$ cat src/rtl/adc_modulation.sv
// Charge-balance run-up controller answering the acquisition sequencer.
// Optional rundown phase is built when ADC_RUNDOWN_EN is defined.
module adc_modulation #(
  parameter int SYNC_STAGES = 2
`ifdef ADC_RUNDOWN_EN
  , parameter int RUNDOWN_TIMEOUT = 4095
`endif
) (
  input  logic        clk,
  input  logic        reset,
  input  logic        adc_reset_n_i,
  input  logic [23:0] p_clk_count_aper_i,
  input  logic [7:0]  p_clk_count_fix_i,
  input  logic        cmpr_val_i,
  output logic        sigmux_o,
  output logic [1:0]  refmux_o,
  output logic        adc_measure_valid_o,
  output logic [23:0] count_up_o,
  output logic [23:0] count_down_o,
  output logic [23:0] clk_count_runup_o,
  output logic [23:0] clk_count_rundown_o
);

  // state   | meaning
  // IDLE    | muxes off, last result still readable
  // START   | latch parameters, clear counts, connect signal
  // RUNUP   | modulation cycles, reference chosen per cycle
  // RUNDOWN | single reference until comparator crossing or timeout
  // DONE    | results valid and held
  typedef enum logic [2:0] {
    S_IDLE    = 3'd0,
    S_START   = 3'd1,
    S_RUNUP   = 3'd2,
`ifdef ADC_RUNDOWN_EN
    S_RUNDOWN = 3'd3,
`endif
    S_DONE    = 3'd4
  } state_t;

  localparam int SYNC_N = (SYNC_STAGES < 2) ? 2 : SYNC_STAGES;

  state_t             state_q, state_d;
  logic [SYNC_N-1:0]  sync_q;
  logic               cmpr_s;
  logic [23:0]        aper_q, aper_d;
  logic [7:0]         fix_q, fix_d;
  logic [7:0]         cyc_q, cyc_d;
  logic               sigmux_q, sigmux_d;
  logic [1:0]         refmux_q, refmux_d;
  logic               valid_q, valid_d;
  logic [23:0]        up_q, up_d;
  logic [23:0]        down_q, down_d;
  logic [23:0]        runup_q, runup_d;
`ifdef ADC_RUNDOWN_EN
  localparam logic [23:0] RD_LIMIT = 24'(RUNDOWN_TIMEOUT);
  logic               samp_q, samp_d;
  logic [23:0]        rundown_q, rundown_d;
`endif

  assign cmpr_s = sync_q[SYNC_N-1];

  always_comb begin
    state_d  = state_q;
    aper_d   = aper_q;
    fix_d    = fix_q;
    cyc_d    = cyc_q;
    sigmux_d = sigmux_q;
    refmux_d = refmux_q;
    valid_d  = valid_q;
    up_d     = up_q;
    down_d   = down_q;
    runup_d  = runup_q;
`ifdef ADC_RUNDOWN_EN
    samp_d    = samp_q;
    rundown_d = rundown_q;
`endif
    if (!adc_reset_n_i) begin
      state_d  = S_IDLE;
      sigmux_d = 1'b0;
      refmux_d = 2'b00;
      valid_d  = 1'b0;
    end else begin
      case (state_q)
        S_IDLE: begin
          sigmux_d = 1'b0;
          refmux_d = 2'b00;
          valid_d  = 1'b0;
          state_d  = S_START;
        end
        S_START: begin
          aper_d   = p_clk_count_aper_i;
          fix_d    = (p_clk_count_fix_i < 8'd2) ? 8'd2 : p_clk_count_fix_i;
          cyc_d    = 8'd0;
          up_d     = 24'd0;
          down_d   = 24'd0;
          runup_d  = 24'd0;
`ifdef ADC_RUNDOWN_EN
          rundown_d = 24'd0;
`endif
          sigmux_d = 1'b1;
          refmux_d = 2'b00;
          state_d  = S_RUNUP;
        end
        S_RUNUP: begin
          runup_d = runup_q + 24'd1;
          if (cyc_q == 8'd0) begin
            refmux_d = cmpr_s ? 2'b10 : 2'b01;
            if (cmpr_s) down_d = down_q + 24'd1;
            else        up_d   = up_q + 24'd1;
          end
          // fix >= 2, so a cycle's first and last clocks never coincide
          if (cyc_q == fix_q - 8'd1) begin
            cyc_d = 8'd0;
            if (runup_q + 24'd1 >= aper_q) begin
              sigmux_d = 1'b0;
`ifdef ADC_RUNDOWN_EN
              refmux_d = cmpr_s ? 2'b10 : 2'b01;
              samp_d   = cmpr_s;
              state_d  = S_RUNDOWN;
`else
              refmux_d = 2'b00;
              state_d  = S_DONE;
`endif
            end
          end else begin
            cyc_d = cyc_q + 8'd1;
          end
        end
`ifdef ADC_RUNDOWN_EN
        S_RUNDOWN: begin
          if (cmpr_s != samp_q) begin
            refmux_d = 2'b00;
            state_d  = S_DONE;
          end else begin
            rundown_d = rundown_q + 24'd1;
            if (rundown_q + 24'd1 >= RD_LIMIT) begin
              refmux_d = 2'b00;
              state_d  = S_DONE;
            end
          end
        end
`endif
        S_DONE: valid_d = 1'b1;
        default: state_d = S_IDLE;
      endcase
    end
  end

  always_ff @(posedge clk) begin
    if (reset) begin
      state_q  <= S_IDLE;
      sync_q   <= '0;
      aper_q   <= 24'd0;
      fix_q    <= 8'd2;
      cyc_q    <= 8'd0;
      sigmux_q <= 1'b0;
      refmux_q <= 2'b00;
      valid_q  <= 1'b0;
      up_q     <= 24'd0;
      down_q   <= 24'd0;
      runup_q  <= 24'd0;
`ifdef ADC_RUNDOWN_EN
      samp_q    <= 1'b0;
      rundown_q <= 24'd0;
`endif
    end else begin
      state_q  <= state_d;
      sync_q   <= {sync_q[SYNC_N-2:0], cmpr_val_i};
      aper_q   <= aper_d;
      fix_q    <= fix_d;
      cyc_q    <= cyc_d;
      sigmux_q <= sigmux_d;
      refmux_q <= refmux_d;
      valid_q  <= valid_d;
      up_q     <= up_d;
      down_q   <= down_d;
      runup_q  <= runup_d;
`ifdef ADC_RUNDOWN_EN
      samp_q    <= samp_d;
      rundown_q <= rundown_d;
`endif
    end
  end

  assign sigmux_o            = sigmux_q;
  assign refmux_o            = refmux_q;
  assign adc_measure_valid_o = valid_q;
  assign count_up_o          = up_q;
  assign count_down_o        = down_q;
  assign clk_count_runup_o   = runup_q;
`ifdef ADC_RUNDOWN_EN
  assign clk_count_rundown_o = rundown_q;
`else
  assign clk_count_rundown_o = 24'd0;
`endif

endmodule

$ cat config.mk
export PLATFORM = sky130hd
export DESIGN_NAME = adc_modulation
export DESIGN_NICKNAME = d
export VERILOG_FILES = /design/src/rtl/adc_modulation.sv
export SDC_FILE = /design/constraint.sdc
export NUM_CORES = 1
export LEC_CHECK = 0
export CORE_ASPECT_RATIO = 0.5
export CORE_MARGIN = 3
export CORE_UTILIZATION = 55
export DETAILED_ROUTE_END_ITERATION = 12
export PLACE_DENSITY_LB_ADDON = 0.12
export SLEW_MARGIN = 20
export SYNTH_ARGS = -nofsm -noshare
export SYNTH_HDL_FRONTEND = slang
export SYNTH_SLANG_ARGS = --single-unit
$ cat constraint.sdc
create_clock -name clk -period 5.5 [get_ports clk]
set_clock_uncertainty 0.1 [all_clocks]
set_input_delay 0.55 -clock clk [delete_from_list [all_inputs] [get_ports clk]]
set_output_delay 0.55 -clock clk [all_outputs]
set_load 0.1 [all_outputs]
---- Word level (Yosys, flattened, before mapping) ----
Cells that the tools add are included.
operators by class
  add/subtract/negate cells ............... 5
  $lt $le $gt $ge ......................... 2
  eq/ne operators ......................... 9
  mux-type cells .......................... 22
  bitwise operators ....................... 2
  reduce and logical (&&, ||, !) cells .... 14
operator list
  cell                                                                    count
  24-bit case mux with 2 select lines                                     3
  24-bit two-way mux                                                      4
  24-bit by 1-bit adder with 24-bit output (second input constant)        3
  24-bit >= comparator                                                    1
  8-bit two-way mux                                                       2
  8-bit case mux with 2 select lines                                      1
  3-bit case mux with 4 select lines                                      1
  2-bit != test (second input constant)                                   5
  8-bit by 1-bit adder with 8-bit output (second input constant)          1
  8-bit equality test                                                     1
  8-bit zero test                                                         1
  8-bit by 2-bit < comparator with 1-bit output (second input constant)   1
  2-bit two-way mux                                                       4
  4-bit AND reduction                                                     2
  8-bit by 1-bit subtractor with 8-bit output (second input constant)     1
  3-bit two-way mux                                                       2
  3-bit AND reduction                                                     2
  2-bit nonzero test                                                      3
  2-bit case mux with 2 select lines                                      1
  2-bit AND reduction                                                     2
  2-bit OR reduction                                                      2
  3-bit by 1-bit equality test with 1-bit output (second input constant)  1
  3-bit by 2-bit equality test with 1-bit output (second input constant)  1
  3-bit equality test (second input constant)                             1
  6 further kinds                                                         8
storage, ports and cells
  register bits ........................... 121
  bits of input ports ..................... 36
  output and inout port bits .............. 100

---- Longest topological paths before layout ----
  depth after elaboration ................. 5
  depth in mapped cells ................... 13
  gate-level depth less buffers ........... 13

---- Worst setup path before layout ----
Ideal clock, no wire load.
  path type ............................... register -> register
  start ................................... reg runup_q[0], in the netlist clk_count_runup_o[0]
  end ..................................... reg refmux_q[0], in the netlist refmux_o[0]
  library setup time ...................... 0.120 ns
  data arrival time ....................... 4.119 ns
  required time ........................... 5.280 ns
  setup slack ............................. 1.161 ns
  cell stages (with the launch flop) ...... 14
  path buffers ............................ 0
  cells stage by stage .................... dfxtp_1 ha_1 nand2_1 or4_1 nor2_2 nand3_1 xnor2_1 ha_1 nand4_1 nor4_1 nand2_1 o211ai_1 a21oi_1 a211o_1
on the way
  longest elaborated chain between the ends .. 5
ends and longest elaborated chain
  item                                      RTL line  RTL
  from (decl)                               53        logic [23:0] runup_q, runup_d;
  from (signal assigned)                    177       runup_q <= runup_d;
  24-bit by 1-bit adder with 24-bit output  114       if (runup_q + 24'd1 >= aper_q) begin
  24-bit >= comparator                      114
  2-bit two-way mux                         114
  2-bit two-way mux                         112       if (cyc_q == fix_q - 8'd1) begin
  2-bit case mux with 2 select lines        83        case (state_q)
  to (signal assigned)                      173       refmux_q <= refmux_d;
  to (decl)                                 49        logic [1:0] refmux_q, refmux_d;
No other way between the ends.
A chain may end at the register's enable or synchronous reset.

---- Worst setup path in the final report ----
  start ................................... reg runup_q[0], in the netlist clk_count_runup_o[0]
  end ..................................... reg refmux_q[1], in the netlist refmux_o[1]
The elaborated chain is that of the path after synthesis.

==> impl_results.md <==
* Peak supply drop at 0.1961 mV
* Initial core utilization at 0.5706
* Crit path kind: register to register
* Reg2reg setup slack at ~1300 ps
* Static Leak at between 0.003 and 0.004 µW
* Cells after synthesis at just under 800
* Hold EP: sync_q[1]$_SDFF_PP0_
* First-pass GRT wire length at about 24 mm
* Reg2reg end: refmux_o[1]$_SDFFE_PP0P_
* Post-CTS Setup Inserts at 0
* MaxCap Viol Count at 0
* Switching pwr at 545.2 µW
* Fin crit share at 0.7570
* Final hold slack at 332.4 ps
* Vias in the first global route at 5050
* Final hold violation count at 0
* CTS tree: done
* Crit Path Max Fanout at 7
* DP Worst Slack at 1438 ps
* R2r worst-path depth at 13
* Commonest non-fill, non-tap cell in the layout: dfxtp_1
* IO Count at 136
* RSZ-0062 raised after global routing: no
* Resized cells post-CTS at 0
* Worst path cell trace: ha_1 > nand2_1 > or4_1 > nor2_2 > nand3_1 > xnor2_1 > ha_1 > nand4_1 > nor4_1 > nand2_1 > o211ai_1 > a21oi_1 > a211o_1
* Gr usage total at 0.2326
* Post-synthesis register bit count at between 100 and 150
* Total Wirelength at 15.02 mm
* Reg2reg start: clk_count_runup_o[0]$_SDFFE_PP0P_
* Global Route met3 Usage at 0.06000
* IO buf count at roughly 110
* Clock power frac at 0.535
* Clk pin slew, worst setup/hold paths at about 50 ps
* Die extent in x at ~160 µm
* Flop pwr share at 0.386
* Max-slew violations at 0
* Final worst slack at around 1300 ps
* Placed cell areas at 7412 µm²
* Routed via count at 5680
* CTS Root Cell: clkbuf_16
* GRT met2 Usage at 0.3711
* Final min period at between 4000 and 5000 ps
* Comb pwr share at 0.080
* Hold wc startpoint: sync_q[0]$_SDFF_PP0_
* Worst Setup SP: clk_count_runup_o[0]$_SDFFE_PP0P_
* Sw Ratio at 0.2352
* DIE HEIGHT at ~82 µm
* Post-synth cell types at 59
* Internal at around 1800 µW
* Status: finished clean
* Hold depth at 1
* Crit start category: register
* Initial DRC count at roughly 280
* Inserted Diodes at 0
* Yosys warning total at 0
* Final setup viols at 0
* Mapped Area at 6342 µm²
* Area Overhead vs Synth at 27.34%
* CORE AREA at about 11000 µm²
* WL per Instance at 14.61 µm
* Clk sink count at around 120
* Pwr/cell area at 287.0 nW/µm²
* Worst EP required at 5690 ps
* Setup TNS at 0 ps
* CP max stage delay at approximately 600 ps
* Most common flop cell mapped by yosys: dfxtp_1
* Async SR Flop Fraction at 0
* Post-route design area at approximately 8100 µm²
* Max stage delay cell, worst path: or4_1
* Vias per Instance at between 5 and 6
* Total grt overflow at 0
* Post-synthesis sequential area ratio at 0.3819
* Die ar. at ~13000 µm²
* Layout cells sized above 1 at 0.04983
* Commonest cells after routing, fill and taps aside: 121 x dfxtp_1, 111 x clkdlybuf4s50_1, 96 x nor2_1
* Worst-Skew Late Latency at 410 ps
* Max Clk Rate at approximately 240 MHz
* Post-synth EDFFs at 0
* Cell row count at 27
* Slew headroom at 0.3251
* Worst-Margin Slew at 1009 ps
* Net count, final at roughly 940
* Global routing's busiest layer: met2
* Clk buf depth at 2
* Worst hold path class: register to register
* Largest net degree at the start of global routing at 39
* Routed Antenna Nets at 0
* DRC viols at 0
* M1 GR Usage at 0.3148
* Gpl congestion at ~0.89
* Clock buffer count from CTS at 17
* Synth Area per Inst at 8.194 µm²
* Drt pass-1 iters at 5
* Type of destination of the critical path: register
* Critical Path AT at roughly 4400 ps
* Post-CTS Hold Buffers at 0
* Antenna violations before repair at 0
* Power Total at approximately 2300 µW
* H-tree Lvls at 4
* Hpwl dp at 10.50 mm
worst max path at each step:
stage | end | slack [ps] | depth (start not counted)
floorplan | refmux_o[0]$_SDFFE_PP0P_ | 1160 | 13
global placement | refmux_o[0]$_SDFFE_PP0P_ | 1700 | 13
detailed placement | refmux_o[1]$_SDFFE_PP0P_ | 1440 | 13
CTS | refmux_o[1]$_SDFFE_PP0P_ | 1420 | 13
global route | refmux_o[1]$_SDFFE_PP0P_ | 1050 | 13
finish | refmux_o[1]$_SDFFE_PP0P_ | 1340 | 13
Yosys cell counts (5+ instances only):
cell      number  area, µm²
buf_4         24      180.2
nor4_1        17      106.4
and3_1        10      62.56
nand4_1       12      75.07
and4_1         5      43.79
ha_1          30      375.4
xnor2_1       42      367.9
o21ai_0       46      230.2
nand2b_1       6      37.54
nor2_1        96      360.4
a21oi_1       37      185.2
nor3b_1        5      37.54
nor3_1        26      130.1
nand2_1       78      292.8
or3_1          9      56.30
dfxtp_1      121       2422
nand3_1       19      95.09
xor2_1        33      289.0
a22oi_1       18      135.1
clkbuf_1      28      105.1
a22o_1         6      52.55
inv_1         38      142.6
cells by family after synthesis:
logic type	synth area share
muxes	0.003157
adders and majority gates	0.05918
DFF	0.3819
AOI/OAI and AO/OA	0.1316
xor gates and xnor gates	0.1036
other	0.0005913
and+or+nand+nor	0.2442
buffers and inverters	0.07575
state kept, by name, indices dropped and copies added (netlist names):
| signal | count |
|---|---|
| cyc_q | 8 |
| fix_q | 8 |
| adc_measure_valid_o | 1 |
| clk_count_runup_o | 24 |
| count_up_o | 24 |
| refmux_o | 2 |
| state_q | 3 |
| sync_q | 2 |
| aper_q | 24 |
| count_down_o | 24 |
| sigmux_o | 1 |
critical path, delay by kind of cell (launching register included):
family	cells	cell delay (ps)
xor gates and xnor gates	1	160
AOI/OAI and AO/OA	3	880
DFF	1	430
and+or+nand+nor	7	1900
adders and majority gates	2	580
area by class of cell:
cell class / instances / area (µm²)
Multi-Input combinational cell: 577 / 3530
Inverter: 39 / 146.4
Clock buffer: 21 / 470.5
Timing Repair Buffer: 114 / 1134
Fill cell: 854 / 3038
Sequential cell: 121 / 2422
Clock inverter: 11 / 192.7
Tap cell: 145 / 181.4
per-stage QoR:
stage,cells,util
3_3_place_gp,996,0.6669
5_1_grt,1028,0.7267
3_5_place_dp,996,0.6669
2_1_floorplan,797,-
6_report,1028,0.7267
4_1_cts,1028,0.7266
per-layer routing:
metal	wire (µm)	vias up
met4	140	0
met5	0	-
met1	7171	2644
li1	-	2824
met3	1104	19
met2	6604	193
power groups by stage:
stage | registers (µW) | logic (µW) | clock network (µW)
final | 894 | 184 | 1240
after global routing | 894 | 197 | 1300
after CTS | 893 | 184 | 1250
after detailed placement | 912 | 183 | 0
after global placement | 912 | 180 | 0
after floorplan | 913 | 147 | 0
Power figures use the tool's default switching activity.
